==> src/rtl/btn_pkg.sv <==
// Shared types and constants for the button conditioner: FSM states,
// one-hot command vector layout and the command priority encoder.
package btn_pkg;

    typedef enum logic [1:0] {IDLE, WAIT_LOW, WAIT_HIGH, WAIT_FALL} state_t;

    typedef logic [3:0] cmd_t;

    localparam int CMD_SET   = 3;
    localparam int CMD_SHR   = 2;
    localparam int CMD_SHL   = 1;
    localparam int CMD_DCRM  = 0;
    localparam int BTN_PAUSE = 4;

    // Keep only the highest-priority request: set > shift_right1 > shift_left2 > dcrm.
    function automatic cmd_t pick_cmd(input cmd_t req);
        cmd_t one_hot;
        one_hot = '0;
        if (req[CMD_SET])       one_hot[CMD_SET]  = 1'b1;
        else if (req[CMD_SHR])  one_hot[CMD_SHR]  = 1'b1;
        else if (req[CMD_SHL])  one_hot[CMD_SHL]  = 1'b1;
        else if (req[CMD_DCRM]) one_hot[CMD_DCRM] = 1'b1;
        return one_hot;
    endfunction

endpackage

==> src/rtl/debouncer.sv <==
// Synchronizes one raw active-low button, filters bounce with a stability
// counter and emits a single-cycle pulse on each accepted press.
module debouncer #(
    parameter int P_DEBOUNCE = 50000,
    parameter int P_CNT_W    = 16
) (
    input  logic i_clk,
    input  logic reset,
    input  logic din_n,
    output logic stable,
    output logic press
);

    localparam logic [P_CNT_W-1:0] LAST = P_CNT_W'(P_DEBOUNCE - 1);

    logic [1:0]         sync;
    logic [P_CNT_W-1:0] cnt;
    logic               stable_d;

    // NOTE: non-blocking assignments so every flop samples pre-edge values.
    always_ff @(posedge i_clk or negedge reset) begin
        if (!reset) begin
            sync     <= 2'b11;
            cnt      <= '0;
            stable   <= 1'b1;
            stable_d <= 1'b1;
            press    <= 1'b0;
        end else begin
            sync     <= {sync[0], din_n};
            stable_d <= stable;
            press    <= stable_d & ~stable;
            if (sync[1] == stable) begin
                cnt <= '0;
            end else if (cnt == LAST) begin
                stable <= sync[1];
                cnt    <= '0;
            end else begin
                cnt <= cnt + 1'b1;
            end
        end
    end

endmodule

==> src/rtl/button_conditioner.sv <==
// Turns bouncing push-buttons into counter commands, each held across exactly
// one rising edge of the divided clock o_clk, plus a toggled pause level.
module button_conditioner
    import btn_pkg::*;
#(
    parameter int P_DEBOUNCE = 50000,
    parameter int P_CNT_W    = 16
) (
    input  logic i_clk,
    input  logic reset,
    input  logic o_clk,
    input  logic btn_set_n,
    input  logic btn_dcrm_n,
    input  logic btn_shl_n,
    input  logic btn_shr_n,
    input  logic btn_pause_n,
    output logic set,
    output logic dcrm,
    output logic shift_left2,
    output logic shift_right1,
    output logic input_pause,
    output logic cmd_busy
);

    logic [4:0] raw_n;
    logic [4:0] press;
    logic [4:0] unused_levels;
    logic [1:0] ck_sync;
    logic       ck_s;
    cmd_t       cmd_req;
    cmd_t       cmd;
    state_t     state;
    state_t     next_state;

    // Bit positions line up with the CMD_* indices; pause sits on top.
    assign raw_n   = {btn_pause_n, btn_set_n, btn_shr_n, btn_shl_n, btn_dcrm_n};
    assign cmd_req = press[3:0];
    assign ck_s    = ck_sync[1];

    for (genvar gi = 0; gi < 5; gi++) begin : g_deb
        debouncer #(
            .P_DEBOUNCE(P_DEBOUNCE),
            .P_CNT_W   (P_CNT_W)
        ) u_deb (
            .i_clk (i_clk),
            .reset (reset),
            .din_n (raw_n[gi]),
            .stable(unused_levels[gi]),
            .press (press[gi])
        );
    end

    always_ff @(posedge i_clk or negedge reset) begin
        if (!reset) ck_sync <= 2'b00;
        else        ck_sync <= {ck_sync[0], o_clk};
    end

    always_ff @(posedge i_clk or negedge reset) begin
        if (!reset) state <= IDLE;
        else        state <= next_state;
    end

    // NOTE: default assignment first so no path leaves next_state unassigned (no latch).
    always_comb begin
        next_state = state;
        unique case (state)
            IDLE:      if (|cmd_req) next_state = WAIT_LOW;
            WAIT_LOW:  if (!ck_s)    next_state = WAIT_HIGH;
            WAIT_HIGH: if (ck_s)     next_state = WAIT_FALL;
            WAIT_FALL: if (!ck_s)    next_state = IDLE;
            default:                 next_state = IDLE;
        endcase
    end

    // Command is latched on acceptance and dropped once the low phase after the rise is seen.
    always_ff @(posedge i_clk or negedge reset) begin
        if (!reset) begin
            cmd <= '0;
        end else if (state == IDLE && |cmd_req) begin
            cmd <= pick_cmd(cmd_req);
        end else if (state == WAIT_FALL && !ck_s) begin
            cmd <= '0;
        end
    end

    always_ff @(posedge i_clk or negedge reset) begin
        if (!reset)                input_pause <= 1'b0;
        else if (press[BTN_PAUSE]) input_pause <= ~input_pause;
    end

    always_comb begin
        set          = cmd[CMD_SET];
        shift_right1 = cmd[CMD_SHR];
        shift_left2  = cmd[CMD_SHL];
        dcrm         = cmd[CMD_DCRM];
        cmd_busy     = (state != IDLE);
    end

endmodule

==> config.mk <==
export PLATFORM = sky130hd
export DESIGN_NAME = button_conditioner
export DESIGN_NICKNAME = d
export VERILOG_FILES = /design/src/rtl/btn_pkg.sv /design/src/rtl/debouncer.sv /design/src/rtl/button_conditioner.sv
export SDC_FILE = /design/constraint.sdc
export NUM_CORES = 1
export LEC_CHECK = 0
export ABC_AREA = 0
export CAP_MARGIN = 20
export CELL_PAD_IN_SITES_DETAIL_PLACEMENT = 0
export CELL_PAD_IN_SITES_GLOBAL_PLACEMENT = 1
export CORE_MARGIN = 4
export CORE_UTILIZATION = 46
export CTS_BUF_LIST = sky130_fd_sc_hd__clkbuf_4
export DETAILED_ROUTE_END_ITERATION = 7
export HOLD_SLACK_MARGIN = 0.08
export PLACE_DENSITY_LB_ADDON = 0.1
export REMOVE_ABC_BUFFERS = 1
export SLEW_MARGIN = 20
export SYNTH_ARGS = -nofsm -noshare
export SYNTH_HDL_FRONTEND = slang
export SYNTH_SLANG_ARGS = --single-unit
==> constraint.sdc <==
create_clock -name i_clk -period 1.75 [get_ports i_clk]
set_input_delay 0.35 -clock i_clk [delete_from_list [all_inputs] [get_ports i_clk]]
set_output_delay 0.35 -clock i_clk [all_outputs]
set_load 0.03 [all_outputs]
==> impl_metrics.yaml <==
synth:
  synth_seq_area_share_pct: 55.9
  syn_avg_cell_area_um2: 10.8
  synth_cell_types: 39
  async_reset_ff_share_pct: 100
  syn_inst: 477
  ys_warn_count: 0
  syn_area_mm2: 0.00515
  ys_seq_elements: 114
  yosys_most_used_dff: "dfrtp_1"
  synth-edff-count: 0
final_layout:
  fin_area_mm2: 0.00602
  final_cell_mix: "dfrtp_1, nor2_1, xnor2_1"
  final_common_cell: "dfrtp_1"
  diodes: 0
  utilization_pct: 55.3
  multi_input_area_mm2: 0.00218
  fin_cells: 679
  drive_above_1_share_pct: 17.4
  fillers: 990
  areaGrowthSynthToFinish_pct: 17.0
  nets: 544
  regArea_mm2: 0.00288
clock_tree:
  ctsHtreeMaxLevel: 4
  clock-sinks: 114
  cts_made_buffers: 17
  cts_tree: "yes"
  clock-root-buffer: "clkbuf_4"
  clk_pin_slew_ns: 0.11
  clock_latency_ns: 0.52
  cts_buffer_depth: 2
timing:
  rsz0062_at_grt: "yes"
  period_share_pct: 94.7
  setup_viol: 0
  slew-limit-headroom_pct: 73.3
  drv_slew: 0
  fin_setup_tns_ns: 0
  min_period_ns: 1.66
  worst_slew_pin_slew_ns: 0.401
  max_freq_mhz: 604
  hold_slack_ns: 0.220
  finalHoldViolations: 0
  clock_skew_ns: 0.00626
critical_path:
  start_kind: "flip-flop"
  worstPathCellList: "inv_2 > ha_4 > inv_2 > buf_6"
  max_stage_delay_ns: 0.40
  crit_buf_inv: 3
  path_delay_family: "flip-flops"
  path_max_fanout: 2
  crit_required_ns: 1.40
  crit_arrival_ns: 1.31
  critical_path.most_common_cell: "inv_2"
  end_kind: "output pin"
  slowest_stage: "dfrtp_1"
  timing_worst_setup_path_type: "reg2out"
global_routing:
  antenna_found_initial: 0
  grt_pass1_vias: 3525
  gr-usage-all-layers_pct: 15.8
  grt_max_degree: 73
  grt_overflow_total: 0
  grt_pass1_wl_um: 16200
detailed_routing:
  drtIter0Drc: 209
  drc: 0
  wl_met2_um: 4290
  top_layer_used: "met4"
  wl_met3_um: 368
  drt-pass1-iter-count: 4
  vias: 3480
  ant_nets: 0
  wl_per_cell_um: 13.3
  routed_wirelength_um: 9040
  via_per_inst: 5.13
  wl_met1_um: 4280
power_and_ir_drop:
  ir_worst_vdd_v: 0.000555
  pwr_density_cell_mw_per_mm2: 899
  p_leak_nw: 2.52
floorplan:
  io_pins: 14
  dieArea_mm2: 0.0129
  start_util_pct: 47.3
  fp.dieW_um: 114
  rows: 38
  die_h_um: 114
  core_area_mm2: 0.0109
placement:
  port_buffers: 13
  place_hpwl_um: 6010
  postPlaceCellArea_mm2: 0.00557
  placed_cells: 640
  gp_congestion: 0.784
run:
  maxCapViolCount: 0
min_path:
  hp-class: "in2reg"
run_status:
  status: "finished, final reports clean"
==> worst paths after layout <==
path,from,endpoint,slack (ns),depth (start not counted)
max reg2reg,g_deb[2].u_deb.cnt[0],g_deb[2].u_deb.cnt[12],0.10,5
min reg2reg,ck_sync[0],ck_sync[1],0.36,0
min in group asynchronous,reset,g_deb[3].u_deb.cnt[12],0.33,3
min,btn_pause_n,g_deb[4].u_deb.sync[0],0.22,1
max in group asynchronous,reset,g_deb[0].u_deb.stable_d,1.01,3
max,state[1],cmd_busy,0.09,4
==> state kept, by name (all words and copies together), names as in the netlist <==
register and flops:
g_deb.u_deb.press 5, cmd 4, g_deb.u_deb.stable 5, g_deb.u_deb.stable_d 5, g_deb.u_deb.cnt 80, ck_sync 2, state 2, input_pause 1
g_deb.u_deb.sync 10
==> report_power, final <==
part	total, mW	switching (mW)	internal (mW)
combinational	0.177	0.107	0.0693
clock	2.51	1.08	1.44
sequential	2.72	0.0366	2.69
total	5.41	1.22	4.19
==> logic make-up (layout without fill, tap and decap cells) <==
| kind of cell | Yosys count | count (layout) | synth area share, % |
|---|---|---|---|
| AOI/OAI and AO/OA | 18 | 18 | 2.82 |
| muxes | 7 | 7 | 1.51 |
| buffers and inverters | 25 | 87 | 2.07 |
| xor gates and xnor gates | 71 | 71 | 12.1 |
| adders and majority gates | 10 | 10 | 2.43 |
| and+or+nand+nor | 232 | 232 | 23.2 |
| DFF | 114 | 114 | 55.9 |
==> routing by layer <==
metal	global-route usage, %	up-vias
met5	0	-
met4	5.94	0
met3	5.46	6
met2	24.7	53
met1	20.4	1666
li1	-	1755
==> per-stage QoR <==
step | total power, mW | setup slack [ns]
2_1_floorplan | 2.83 | -0.0276
3_3_place_gp | 2.95 | 0.131
3_5_place_dp | 2.95 | 0.0915
4_1_cts | 5.52 | 0.0219
5_1_grt | 5.67 | -0.0289
6_report | 5.41 | 0.0931
==> final cells by class <==
cell class	count	share of cell area, %
multi-input combinational	338	36.1
clock buffer	17	2.12
tap	140	2.91
timing repair buffer	37	5.67
inverter	18	1.12
clock inverter	15	4.24
sequential	114	47.8
==> timing repair <==
item                       4_1_cts  5_1_grt
resized for setup               10        5
buffers inserted                 4        2
hold endpoints to repair        98        0
hold buffers                     1        0
pin swaps                        0        1
setup endpoints to repair        6        4
==> cells in the mapped netlist, types with 2 or more instances <==
master	count	area share (%)
a32o_1	2	0.39
dfstp_2	20	10
dfrtp_1	94	46
nand3_1	24	2.3
inv_1	18	1.3
a31o_2	2	0.34
ha_1	10	2.4
buf_2	4	0.39
nand4_1	26	3.2
xor2_1	19	3.2
a21oi_1	7	0.68
nor2_1	86	6.3
mux2_2	6	1.3
nor4bb_1	6	1.2
or3_1	2	0.24
nor4_1	16	1.9
a22o_1	2	0.34
or4_1	2	0.29
nor4b_1	3	0.51
o31ai_1	2	0.29
xnor2_1	52	8.8
clkbuf_1	2	0.15
nand2_1	22	1.6
nor2b_1	6	0.73
and3_1	10	1.2
nor3_1	21	2.0
Power figures use the tool's default switching activity.
